<file path="src/rtl/adc_snap_sched_pkg.sv">
// Shared types and constants for the ADC snapshot scheduler.
// Used by adc_snap_sched and adc_snap_timer.
package adc_snap_sched_pkg;

  localparam int FIFO_DEPTH     = 16;
  localparam int MAX_CH         = 8;
  localparam int SNAP_HDR_WORDS = 1;
  localparam int CNT_W          = 16;
  localparam int PERIOD_W       = 24;

  typedef enum logic [1:0] {
    ST_IDLE  = 2'd0,
    ST_CHECK = 2'd1,
    ST_REQ   = 2'd2
  } sched_state_e;

  // A channel count of 0 selects every channel; larger counts are clamped.
  function automatic logic [4:0] words_needed(input logic [3:0] num_ch);
    logic [4:0] eff;
    if (num_ch == 4'd0 || num_ch > 4'(MAX_CH)) begin
      eff = 5'(MAX_CH);
    end else begin
      eff = {1'b0, num_ch};
    end
    return eff + 5'(SNAP_HDR_WORDS);
  endfunction

  function automatic logic [4:0] fifo_free(input logic [4:0] level);
    logic [4:0] free_words;
    if (level >= 5'(FIFO_DEPTH)) begin
      free_words = 5'd0;
    end else begin
      free_words = 5'(FIFO_DEPTH) - level;
    end
    return free_words;
  endfunction

endpackage

</file>
<file path="src/rtl/adc_snap_timer.sv">
// Periodic snapshot timer: emits a one-cycle tick every period_cfg clocks
// while enabled; held at zero otherwise.
module adc_snap_timer
  import adc_snap_sched_pkg::*;
(
  input  logic                i_clk,
  input  logic                i_rst_n,
  input  logic                i_enable,
  input  logic [PERIOD_W-1:0] i_period,
  output logic                o_tick
);

  logic [PERIOD_W-1:0] r_cnt;
  logic                w_run;
  logic                w_hit;

  // Compare with >= so a period shrunk below the count fires immediately.
  always_comb begin
    w_run = i_enable && (i_period != {PERIOD_W{1'b0}});
    w_hit = w_run && (r_cnt >= (i_period - {{(PERIOD_W-1){1'b0}}, 1'b1}));
  end

  always_ff @(posedge i_clk or negedge i_rst_n) begin
    if (!i_rst_n) begin
      r_cnt <= {PERIOD_W{1'b0}};
    end else if (!w_run || w_hit) begin
      r_cnt <= {PERIOD_W{1'b0}};
    end else begin
      r_cnt <= r_cnt + {{(PERIOD_W-1){1'b0}}, 1'b1};
    end
  end

  assign o_tick = w_hit;

endmodule

</file>
<file path="src/rtl/adc_snap_sched.sv">
// ADC snapshot scheduler: coalesces software, start and timer requests into
// snapshot requests. Define ADC_SNAP_SCHED_SPACE_GUARD_EN to enable the FIFO space check.
module adc_snap_sched
  import adc_snap_sched_pkg::*;
(
  input  logic                wb_clk_i,
  input  logic                wb_rst_ni,
  input  logic                ctrl_enable,
  input  logic                ctrl_start,
  input  logic                sw_snap,
  input  logic [PERIOD_W-1:0] period_cfg,
  input  logic [3:0]          num_ch,
  input  logic [4:0]          fifo_level,
  input  logic                snap_ack,
  output logic                snap_req,
  output logic                sched_busy,
  output logic [CNT_W-1:0]    snap_seq,
  output logic [CNT_W-1:0]    skip_cnt,
  output logic                skip_pulse
);

  sched_state_e     r_state;
  sched_state_e     w_next_state;
  logic             r_p_sw;
  logic             r_p_start;
  logic             r_p_tick;
  logic             w_tick;
  logic             w_any_pending;
  logic             w_take;
  logic             w_space_ok;
  logic             w_seq_inc;
  logic             r_snap_req;
  logic             r_busy;
  logic [CNT_W-1:0] r_seq;

  adc_snap_timer u_timer (
    .i_clk    (wb_clk_i),
    .i_rst_n  (wb_rst_ni),
    .i_enable (ctrl_enable),
    .i_period (period_cfg),
    .o_tick   (w_tick)
  );

`ifdef ADC_SNAP_SCHED_SPACE_GUARD_EN
  always_comb begin
    w_space_ok = fifo_free(fifo_level) >= words_needed(num_ch);
  end
`else
  logic w_unused_guard;
  assign w_unused_guard = ^{fifo_level, num_ch};
  always_comb begin
    w_space_ok = 1'b1;
  end
`endif

  always_comb begin
    w_any_pending = r_p_sw || r_p_start || r_p_tick;
    w_take        = (r_state == ST_IDLE) && w_any_pending;
  end

  // Pending flags: cleared when IDLE hands off to CHECK, but a source seen
  // on that same edge survives into the next service.
  always_ff @(posedge wb_clk_i or negedge wb_rst_ni) begin
    if (!wb_rst_ni) begin
      r_p_sw    <= 1'b0;
      r_p_start <= 1'b0;
      r_p_tick  <= 1'b0;
    end else begin
      r_p_sw    <= w_take ? sw_snap    : (r_p_sw    || sw_snap);
      r_p_start <= w_take ? ctrl_start : (r_p_start || ctrl_start);
      if (!ctrl_enable) begin
        r_p_tick <= 1'b0;
      end else begin
        r_p_tick <= w_take ? w_tick : (r_p_tick || w_tick);
      end
    end
  end

  always_ff @(posedge wb_clk_i or negedge wb_rst_ni) begin
    if (!wb_rst_ni) begin
      r_state <= ST_IDLE;
    end else begin
      r_state <= w_next_state;
    end
  end

  always_comb begin
    w_next_state = r_state;
    case (r_state)
      ST_IDLE: begin
        if (w_any_pending) begin
          w_next_state = ST_CHECK;
        end else begin
          w_next_state = ST_IDLE;
        end
      end
      ST_CHECK: begin
        if (w_space_ok) begin
          w_next_state = ST_REQ;
        end else begin
          w_next_state = ST_IDLE;
        end
      end
      ST_REQ: begin
        if (snap_ack) begin
          w_next_state = ST_IDLE;
        end else begin
          w_next_state = ST_REQ;
        end
      end
      default: w_next_state = ST_IDLE;
    endcase
  end

  always_comb begin
    w_seq_inc = (r_state == ST_REQ) && snap_ack;
  end

  // Outputs are registered from the next state so they track the state register.
  always_ff @(posedge wb_clk_i or negedge wb_rst_ni) begin
    if (!wb_rst_ni) begin
      r_snap_req <= 1'b0;
      r_busy     <= 1'b0;
      r_seq      <= {CNT_W{1'b0}};
    end else begin
      r_snap_req <= (w_next_state == ST_REQ);
      r_busy     <= (w_next_state != ST_IDLE);
      if (w_seq_inc) begin
        r_seq <= r_seq + {{(CNT_W-1){1'b0}}, 1'b1};
      end else begin
        r_seq <= r_seq;
      end
    end
  end

`ifdef ADC_SNAP_SCHED_SPACE_GUARD_EN
  logic             w_skip;
  logic             r_skip_pulse;
  logic [CNT_W-1:0] r_skip_cnt;

  always_comb begin
    w_skip = (r_state == ST_CHECK) && !w_space_ok;
  end

  // Skip counter saturates so a stalled consumer cannot wrap it back to zero.
  always_ff @(posedge wb_clk_i or negedge wb_rst_ni) begin
    if (!wb_rst_ni) begin
      r_skip_pulse <= 1'b0;
      r_skip_cnt   <= {CNT_W{1'b0}};
    end else begin
      r_skip_pulse <= w_skip;
      if (w_skip && (r_skip_cnt != {CNT_W{1'b1}})) begin
        r_skip_cnt <= r_skip_cnt + {{(CNT_W-1){1'b0}}, 1'b1};
      end else begin
        r_skip_cnt <= r_skip_cnt;
      end
    end
  end

  assign skip_pulse = r_skip_pulse;
  assign skip_cnt   = r_skip_cnt;
`else
  assign skip_pulse = 1'b0;
  assign skip_cnt   = {CNT_W{1'b0}};
`endif

  assign snap_req   = r_snap_req;
  assign sched_busy = r_busy;
  assign snap_seq   = r_seq;

endmodule

</file>
<file path="config.mk">
export PLATFORM = sky130hd
export DESIGN_NAME = adc_snap_sched
export DESIGN_NICKNAME = d
export VERILOG_FILES = /design/src/rtl/adc_snap_sched_pkg.sv /design/src/rtl/adc_snap_timer.sv /design/src/rtl/adc_snap_sched.sv
export SDC_FILE = /design/constraint.sdc
export NUM_CORES = 1
export LEC_CHECK = 0
export ABC_AREA = 0
export CAP_MARGIN = 20
export CORE_MARGIN = 5
export CORE_UTILIZATION = 45
export DETAILED_ROUTE_END_ITERATION = 12
export PLACE_DENSITY = 0.73
export SYNTH_ARGS = -nofsm -noshare
export SYNTH_HDL_FRONTEND = slang
export SYNTH_HIERARCHICAL = 1
export SYNTH_SLANG_ARGS = --single-unit
</file>
<file path="constraint.sdc">
create_clock -name wb_clk_i -period 2.8 [get_ports wb_clk_i]
set_input_delay 0.56 -clock wb_clk_i [delete_from_list [all_inputs] [get_ports wb_clk_i]]
set_output_delay 0.56 -clock wb_clk_i [all_outputs]
set_load 0.005 [all_outputs]
</file>
==> results.json <==
{
  "via_count": 2698,
  "crit_path_start_kind": "input pin",
  "switching_share_pct": 29.8,
  "wl_per_cell_microns": 13.8,
  "finalCritPeriodShare_pct": 103,
  "synthSimpleGateAreaFrac_pct": 26.2,
  "h-tree-depth": 2,
  "required_ns": 2.98,
  "skew_ns": 0.00644,
  "min_path_type": "in2async",
  "final_util_pct": 63.0,
  "synthAdderAreaFrac_pct": 10.2,
  "p_int_uw": 1200,
  "ios": 74,
  "rows": 31,
  "final_cell_area_sq_mm": 0.00454,
  "max_freq_mhz": 345,
  "worstSetupPathType": "in2reg",
  "synth-compound-area-share_pct": 5.61,
  "worstSetupEndpointType": "flip-flop",
  "dr.first_iter.drc_count": 131,
  "pre_cts_slack_ns": -0.929,
  "syn_to_final_growth_pct": 36.7,
  "clk_pin_slew_ns": 0.09,
  "numPortBuffers": 47,
  "setup.worst_path.start": "period_cfg[7]",
  "synth_cells": 336,
  "pwr-share-clk_pct": 24.4,
  "synthDistinctLibCells": 51,
  "setup-violations-final": 25,
  "insertion_delay_ns": 0.30,
  "combPwrFrac_pct": 26.9,
  "place_area_sq_mm": 0.00416,
  "fin_tns_setup_ns": -1.94,
  "nets": 498,
  "synth_top_family_by_area": "simple AND/OR/NAND/NOR gates",
  "gp_congestion": 0.841,
  "grt_max_degree": 32,
  "violations": "setup timing",
  "syn_avg_cell_area_sq_um": 9.89,
  "synthMuxAreaShare_pct": 0.941,
  "min_period_ns": 2.90,
  "async_flop_share_pct": 100,
  "die_h_microns": 96.0,
  "clock-sinks": 47,
  "synthFlopType": "dfrtp_1",
  "cellPowerDensity_mw_per_mm2": 376,
  "coreArea_sq_mm": 0.00721,
  "totalWireLength_microns": 7330,
  "status": "complete, but fails checks",
  "grt_pass1_vias": 2749,
  "dp_hpwl_microns": 5610,
  "numCtsBuffers": 5,
  "rsz0062_at_grt": "true",
  "dr.pass1.iters": 4,
  "grt_overflow_total": 0,
  "track_usage_pct": 16.8,
  "antenna_left": 0,
  "vias_per_cell": 5.07,
  "irDropWorstVdd_mv": 0.207,
  "ys_ff_latch": 47,
  "p_leak_uw": 0.00193,
  "drive_above_1_share_pct": 30.0,
  "yosys_warnings": 6,
  "cts_tree": "built",
  "dieArea_sq_mm": 0.00921,
  "synth_xor_area_share_pct": 15.5,
  "yosysSeqAreaShare_pct": 35.4,
  "cts-root-buf": "clkbuf_8",
  "fillers": 583,
  "multi_input_area_sq_mm": 0.00227,
  "syn_area_sq_mm": 0.00332,
  "arrival_ns": 3.08,
  "die_x_microns": 96.0,
  "p_sw_uw": 510,
  "grt_pass1_wl_microns": 12400,
  "synth_edf_count": 0,
  "r2r_slack_ns": 0.56,
  "worst_slack_ns": -0.0960,
  "seq_area_sq_mm": 0.00118,
  "hold-worst-slack_ns": 0.168,
  "crit_fanout": 6,
  "drv_cap": 0,
  "worst_r2r_endpoint": "u_timer/r_cnt[12]",
  "reg2reg_from": "u_timer/r_cnt[6]",
  "drc": 0,
  "clockBufferDepth": 2,
  "final-hold-violation-count": 0,
  "r2r_cells": 8,
  "insertedDiodeCount": 0,
  "maxSlewViolCount": 0,
  "initial_core_util_pct": 46.1,
  "power_frac_seq_pct": 48.7,
  "antenna_found_initial": 0
}
[layout by cell type, fill, tap and decap left out, drive strengths merged, types with 2 or more instances in the layout]
cell / count
and2: 3
and4: 4
nor4: 10
clkdlybuf4s50: 28
clkdlybuf4s15: 4
clkinvlp: 2
buf: 57
a211oi: 2
dlygate4sd2: 4
clkbuf: 6
mux2i: 2
o21ai: 3
nand2: 25
xor2: 19
nand2b: 2
nand4: 11
or2: 3
nor3b: 3
inv: 9
ha: 27
a21o: 4
nor3: 36
conb: 17
nand3: 14
nand4b: 2
and3: 5
dfrtp: 47
xnor2: 40
nor2: 21
nand3b: 2
a21oi: 7
[area by class of cell]
cell class | instances | share of cell area, %
multi-input cells | 275 | 50.0
repair buffers | 95 | 18.7
inverters | 8 | 0.661
clock inverters | 3 | 0.523
flip-flops and latches | 47 | 25.9
clock buffers | 5 | 1.51
well taps | 99 | 2.73
[cells by family after synthesis]
family / after synthesis
simple gates: 145
xor+xnor: 59
flops: 47
buf+inv: 30
fa+ha+maj: 27
compound gates: 24
mux: 3
other cells: 1
[synthesized netlist by cell type, drive strengths merged, types with 3 or more instances]
cell type / instances / area [sq um]
a21o: 4 / 30.0
a21oi: 7 / 35.0
and2: 3 / 18.8
and3: 5 / 31.3
and4: 4 / 37.5
buf: 22 / 171
dfrtp: 47 / 1180
ha: 27 / 338
inv: 8 / 30.0
nand2: 25 / 93.8
nand3: 14 / 75.1
nand4: 11 / 75.1
nor2: 21 / 78.8
nor3: 36 / 231
nor3b: 3 / 27.5
nor4: 10 / 90.1
o21ai: 3 / 15.0
or2: 3 / 18.8
xnor2: 40 / 350
xor2: 19 / 166
[critical path: stages]
cell	delay, ns
buf_2	0.12
nor4_4	0.27
nand4b_1	0.22
nor3b_4	0.30
nand3_1	0.15
xor2_1	0.17
ha_1	0.31
nand4_1	0.13
nor3_2	0.18
o21ai_1	0.10
o211ai_2	0.22
buf_4	0.17
buf_8	0.13
nor3_2	0.04
[what timing repair did]
item | in CTS | in global routing
pin swaps | 57 | 2
endpoints found under the setup margin | 25 | 25
hold buffers | 0 | 0
gates resized for setup | 90 | 12
buffers inserted | 10 | 1
gates cloned | 1 | 0
[stage by stage]
step                instances  total power (uW)
floorplan                 352              1060
global placement          512              1280
detailed placement        512              1290
CTS                       531              1730
global route              532              1820
finish                    532              1710
[worst max-delay path by stage]
stage | to | slack [ns] | cells past startpoint
floorplan | r_p_tick | -0.13 | 13
global placement | r_p_tick | -0.82 | 14
detailed placement | r_p_tick | -0.93 | 14
CTS | u_timer/r_cnt[5] | -0.07 | 15
global route | u_timer/r_cnt[5] | -0.23 | 15
finish | u_timer/r_cnt[6] | -0.1 | 14
[layer usage]
layer,vias to the layer above,part of all wire (%),global-route usage (%)
met3,10,4.5,2.27
met2,78,48,28.8
met4,0,1.8,6.40
li1,1346,-,-
met1,1264,46,21.5
met5,-,0,0
[flip-flops by register name, indices dropped and copies added, names as in the netlist]
name and flops:
r_p_tick 1, sched_busy 1, u_timer/r_cnt 24, r_state 2
snap_seq 16, r_p_start 1, snap_req 1, r_p_sw 1
[power groups by stage]
| stage | Sequential (uW) | Combinational (uW) | Clock [uW] |
|---|---|---|---|
| global placement | 842 | 435 | 0 |
| detailed placement | 847 | 446 | 0 |
| CTS | 833 | 462 | 434 |
| floorplan | 839 | 224 | 0 |
| finish | 832 | 460 | 416 |
| global route | 846 | 512 | 458 |
Note: power is estimated with default switching activity, not from simulation.
==> RTL change 1 (same flow settings) <==
Add an input register stage for `sw_snap` and `period_cfg`; this delays them by one clock. The other inputs are not delayed to match. Comments in the files are not updated.
--- a/src/rtl/adc_snap_sched.sv
+++ b/src/rtl/adc_snap_sched.sv
@@ -19,6 +19,14 @@
   output logic                skip_pulse
 );
 
+  logic sw_snap_q;
+  logic [PERIOD_W-1:0] period_cfg_q;
+
+  always_ff @(posedge wb_clk_i) begin
+    sw_snap_q    <= sw_snap;
+    period_cfg_q <= period_cfg;
+  end
+
   sched_state_e     r_state;
   sched_state_e     w_next_state;
   logic             r_p_sw;
@@ -37,7 +45,7 @@
     .i_clk    (wb_clk_i),
     .i_rst_n  (wb_rst_ni),
     .i_enable (ctrl_enable),
-    .i_period (period_cfg),
+    .i_period (period_cfg_q),
     .o_tick   (w_tick)
   );
 
@@ -66,7 +74,7 @@
       r_p_start <= 1'b0;
       r_p_tick  <= 1'b0;
     end else begin
-      r_p_sw    <= w_take ? sw_snap    : (r_p_sw    || sw_snap);
+      r_p_sw    <= w_take ? sw_snap_q  : (r_p_sw    || sw_snap_q);
       r_p_start <= w_take ? ctrl_start : (r_p_start || ctrl_start);
       if (!ctrl_enable) begin
         r_p_tick <= 1'b0;
Function: changed (Yosys sat finds a counterexample within 4 cycles, from zero or initial values and one cycle with wb_rst_ni low).
==> RTL change 1 against the original RTL <==
The run still ends with setup timing left. Total power up 51%. Sequential cell count is 25 higher. Design area up 11%. Worst setup slack got worse by 0.056 ns. Synthesized area rose by 16%. Routed wire length rose by 9.7%. Non-clock buffer count fell by 17. Sequential share of layout area grew 7.6 points. Critical endpoint is now r_p_tick$_DFF_PN0_. Largest cell class unchanged.
==> RTL change 1: results (changes against the original RTL) <==
.. list-table::
   :header-rows: 1

   * - Metric
     - Value
   * - Violations in the final reports
     - setup timing (unchanged)
   * - Placed cells
     - 528 (was 512)
   * - Global-route wire length before repair
     - 13060 um (was 12350 um)
   * - Synth Area in Adders
     - 0.08780 (was 0.1016)
   * - Clock latency of the later-clocked register in the worst-skew pair
     - 0.36 ns (was 0.30 ns)
   * - Net total in the final layout
     - 510 (was 498)
   * - Post-synthesis sequential area ratio
     - 0.4358 (was 0.3538)
   * - Share of async-settable or async-resettable flops after synthesis
     - 0.6528 (was 1.000)
   * - Via density per instance
     - 5.200 (was 5.071)
   * - Final setup margin
     - -0.1524 ns (was -0.09598 ns)
   * - Path category of the worst min-delay check
     - reg2reg (was in2async)
   * - Depth of the CTS H-tree
     - 3 (was 2)
   * - M1 GR Usage
     - 0.1919 (was 0.2146)
   * - Met3 usage
     - 0.05256 (was 0.02267)
   * - Number of global-route vias before repair
     - 2892 (was 2749)
   * - Synth Area in XOR/XNOR
     - 0.1343 (was 0.1554)
   * - Share of layout cells above drive strength 1
     - 0.2383 (was 0.3002)
   * - Total negative setup slack
     - -3.071 ns (was -1.939 ns)
   * - Syn-to-layout area delta
     - 30.63% (was 36.70%)
   * - GPL Wtd Cong
     - 0.7703 (was 0.8406)
   * - Arr. time, crit path
     - 3.25 ns (was 3.08 ns)
   * - Filler instances
     - 666 (was 583)
   * - Status
     - finished, violations left (unchanged)
   * - Met2 demand-to-capacity share in global routing
     - 0.2746 (was 0.2878)
   * - Setup slack at placement
     - -0.1249 ns (was -0.9290 ns)
   * - Number of endpoints failing setup at the final stage
     - 25 (unchanged)
   * - Synthesized area per cell
     - 10.66 um^2 (was 9.894 um^2)
   * - Leakage power summed over all cells
     - 0.002112 uW (was 0.001929 uW)
   * - Share of the synthesized area in compound gates (AO/OA/AOI/OAI)
     - 0.04846 (was 0.05608)
   * - Placed inst area
     - 4508 um^2 (was 4155 um^2)
## RTL change 1: cell count changes after synthesis, sizes merged, moves of 2 or more
cell,change
dfxtp,+25
xnor2,-3
xor2,+3
and3,-2
## RTL change 1: final timing paths
| kind | depth (start not counted) | start | slack (ns) | endpoint |
|---|---|---|---|---|
| setup reg to reg | 15 | period_cfg_q[7]$_DFF_P_ | -0.15 | r_p_tick$_DFF_PN0_ |
| min in group asynchronous | 2 | wb_rst_ni | 0.56 | snap_seq[2]$_DFFE_PN0P_ |
| setup / recovery | 15 | period_cfg_q[7]$_DFF_P_ | -0.15 | r_p_tick$_DFF_PN0_ |
| hold reg to reg | 1 | sw_snap_q$_DFF_P_ | 0.42 | r_p_sw$_DFF_PN0_ |
| max in group asynchronous | 3 | wb_rst_ni | 1.79 | u_timer/r_cnt[19]$_DFF_PN0_ |
| hold / removal | 1 | sw_snap_q$_DFF_P_ | 0.42 | r_p_sw$_DFF_PN0_ |
## RTL change 1: critical path: stages, from the launching register on
cell and delay, ns:
sky130_fd_sc_hd__dfxtp_2 0.34, sky130_fd_sc_hd__nor4_4 0.31, sky130_fd_sc_hd__nand4b_1 0.22, sky130_fd_sc_hd__nor3b_2 0.24, sky130_fd_sc_hd__buf_4 0.18, sky130_fd_sc_hd__nand2_2 0.05
sky130_fd_sc_hd__xor2_1 0.14, sky130_fd_sc_hd__ha_1 0.33, sky130_fd_sc_hd__nand4_1 0.16, sky130_fd_sc_hd__nor3_2 0.23, sky130_fd_sc_hd__o21ai_2 0.09, sky130_fd_sc_hd__o211ai_2 0.16
sky130_fd_sc_hd__buf_6 0.16, sky130_fd_sc_hd__and2_4 0.16, sky130_fd_sc_hd__a21oi_2 0.03, sky130_fd_sc_hd__nor2b_1 0.09
## RTL change 1: layout make-up
| cell class | count | area share |
|---|---|---|
| clock inverters | 7 | 0.02041 |
| repair buffers | 78 | 0.1499 |
| well taps | 105 | 0.02614 |
| flip-flops and latches | 72 | 0.3346 |
| multi-input cells | 276 | 0.4391 |
| inverters | 7 | 0.005228 |
| clock buffers | 9 | 0.02465 |
## RTL change 1: timing repair
item,CTS,global route
hold buffers,0,1
setup endpoints to repair,25,25
buffers inserted,7,0
resized for setup,31,14
pin swaps,28,11
gates cloned,1,0
hold endpoints to repair,0,5
## RTL change 1: power groups by stage
| stage | registers (uW) | logic [uW] | clock network [uW] |
|---|---|---|---|
| floorplan | 1240 | 209 | 0 |
| global placement | 1250 | 374 | 0 |
| finish | 1240 | 405 | 939 |
| detailed placement | 1250 | 387 | 0 |
| global route | 1250 | 446 | 1010 |
| CTS | 1230 | 404 | 959 |
## RTL change 1: layer usage
metal,vias to the layer above,share of wire
met5,-,0
met4,0,0.014
met3,10,0.072
met2,95,0.49
met1,1369,0.43
li1,1407,-
==> RTL change 2 (config.mk and constraints unchanged) <==
Without the edit above. `PERIOD_W`: 24 -> 28.
--- a/src/rtl/adc_snap_sched_pkg.sv
+++ b/src/rtl/adc_snap_sched_pkg.sv
@@ -6,7 +6,7 @@
   localparam int MAX_CH         = 8;
   localparam int SNAP_HDR_WORDS = 1;
   localparam int CNT_W          = 16;
-  localparam int PERIOD_W       = 24;
+  localparam int PERIOD_W       = 28;
 
   typedef enum logic [1:0] {
     ST_IDLE  = 2'd0,
Ports: changed (resized period_cfg); port bits go from 74 to 78. The function was not compared with the original's and may differ.
==> RTL change 2 against the original RTL <==
The flow still finishes with violations (setup timing). Critical path depth grew 4. Worst setup slack lost 1.2 ns. Synthesized area grew 7.0%. Final cell count grew 13%. Routed wire length grew 33%. Design area grew 14%. Register-to-register slack lost 0.08 ns. Sequential power grew 7.7%. Sequential cell count grew 4. Count of clock-buffer cells in the layout grew 1. Total power grew 12%. Largest power group unchanged.
==> RTL change 2: results (changes against the original RTL) <==
.. list-table::
   :header-rows: 1

   * - Metric
     - Value
   * - Multiplexer share of the synthesized area
     - 0.008790 (was 0.009409)
   * - Post-route met1 wirelength
     - 3837 um (was 3342 um)
   * - Total length of routed met3 wires
     - 552 um (was 331 um)
   * - M1 GR Usage
     - 0.2261 (was 0.2146)
   * - Pin count of the biggest net entering global routing
     - 25 (was 32)
   * - Violations in the final reports
     - setup timing (unchanged)
   * - Cell variety after synth
     - 46 (was 51)
   * - Final setup margin
     - -1.317 ns (was -0.09598 ns)
   * - Met3 usage
     - 0.03539 (was 0.02267)
   * - HPWL reported at the end of detailed placement
     - 6668 um (was 5607 um)
   * - Largest stage delay on the critical path
     - 0.54 ns (was 0.31 ns)
   * - Highest fanout seen on the critical path
     - 5 (was 6)
   * - Top post-synthesis cells by area
     - sky130_fd_sc_hd__dfrtp_1 (36%), sky130_fd_sc_hd__ha_1 (11%), sky130_fd_sc_hd__xnor2_1 (8.4%) (was sky130_fd_sc_hd__dfrtp_1 (35%), sky130_fd_sc_hd__xnor2_1 (11%), sky130_fd_sc_hd__ha_1 (10%))
   * - Sequential group share of total power
     - 0.468 (was 0.487)
   * - Number of gates resized after CTS
     - 77 (was 90)
   * - GPL Wtd Cong
     - 0.8002 (was 0.8406)
   * - Via density per instance
     - 5.404 (was 5.071)
   * - Synth Area in Adders
     - 0.1090 (was 0.1016)
   * - Via count
     - 3248 (was 2698)
   * - Leakage power summed over all cells
     - 0.002197 uW (was 0.001929 uW)
   * - Met2 demand-to-capacity share in global routing
     - 0.3621 (was 0.2878)
   * - Switching Power
     - 537.9 uW (was 509.6 uW)
   * - Number of port buffers
     - 51 (was 47)
   * - Status
     - finished, violations left (unchanged)
   * - Global-route wire length before repair
     - 15630 um (was 12350 um)
   * - Peak supply drop
     - 0.2782 mV (was 0.2069 mV)
   * - Placed cells
     - 578 (was 512)
   * - Aggregate global-route resource usage
     - 0.1962 (was 0.1680)
   * - Total negative setup slack
     - -37.20 ns (was -1.939 ns)
   * - Number of endpoints failing setup at the final stage
     - 29 (was 25)
   * - Post-detailed-routing wire length
     - 9768 um (was 7334 um)
   * - Setup slack at placement
     - -2.036 ns (was -0.9290 ns)
   * - Max Clock Skew
     - 0.006698 ns (was 0.006442 ns)
   * - Total length of routed met2 wires
     - 5110 um (was 3530 um)
   * - Top cell types by occurrence after synthesis
     - sky130_fd_sc_hd__dfrtp_1 (51), sky130_fd_sc_hd__nor3_1 (39), sky130_fd_sc_hd__xnor2_1 (34), sky130_fd_sc_hd__xor2_1 (33), sky130_fd_sc_hd__ha_1 (31) (was sky130_fd_sc_hd__dfrtp_1 (47), sky130_fd_sc_hd__xnor2_1 (40), sky130_fd_sc_hd__ha_1 (27), sky130_fd_sc_hd__nor3_1 (27), sky130_fd_sc_hd__nand2_1 (25))
-- RTL change 2: cell types whose count changed after synthesis, sizes merged, moves of 4 or more --
cell	change
ha	+4
dfrtp	+4
nand3	+4
xnor2	-6
a21oi	+4
nand4	+5
nor3	+5
or4	+6
clkbuf	+4
xor2	+14
-- RTL change 2: layout make-up --
type / count / area, um^2
Clock buffer: 6 / 72.57
Clock inverter: 1 / 30.03
Fill cell: 570 / 2562
Inverter: 9 / 53.80
Multi-Input combinational cell: 307 / 2426
Sequential cell: 51 / 1276
Tap cell: 102 / 127.6
Timing Repair Buffer: 125 / 1179
-- RTL change 2: path summary, 6_finish.rpt --
check | endpoint | depth (start not counted) | slack, ns | startpoint
min in group wb_clk_i | snap_seq[15]$_DFFE_PN0P_ | 1 | 0.47 | snap_seq[15]$_DFFE_PN0P_
max in group asynchronous | u_timer/r_cnt[18]$_DFF_PN0_ | 2 | 2.05 | wb_rst_ni
worst min register to register | snap_seq[15]$_DFFE_PN0P_ | 1 | 0.47 | snap_seq[15]$_DFFE_PN0P_
worst max register to register | r_p_tick$_DFF_PN0_ | 9 | 0.48 | u_timer/r_cnt[19]$_DFF_PN0_
worst max-delay path | r_p_tick$_DFF_PN0_ | 18 | -1.32 | period_cfg[0]
worst min-delay path | snap_seq[6]$_DFFE_PN0P_ | 1 | 0.14 | wb_rst_ni
-- RTL change 2: through the flow --
| step | utilization | area [um^2] |
|---|---|---|
| 3_5_place_dp | 0.5944 | 4593 |
| 3_3_place_gp | 0.5944 | 4593 |
| 6_report | 0.6684 | 5165 |
| 4_1_cts | 0.6575 | 5081 |
| 5_1_grt | 0.6684 | 5165 |
| 2_1_floorplan | - | 3684 |
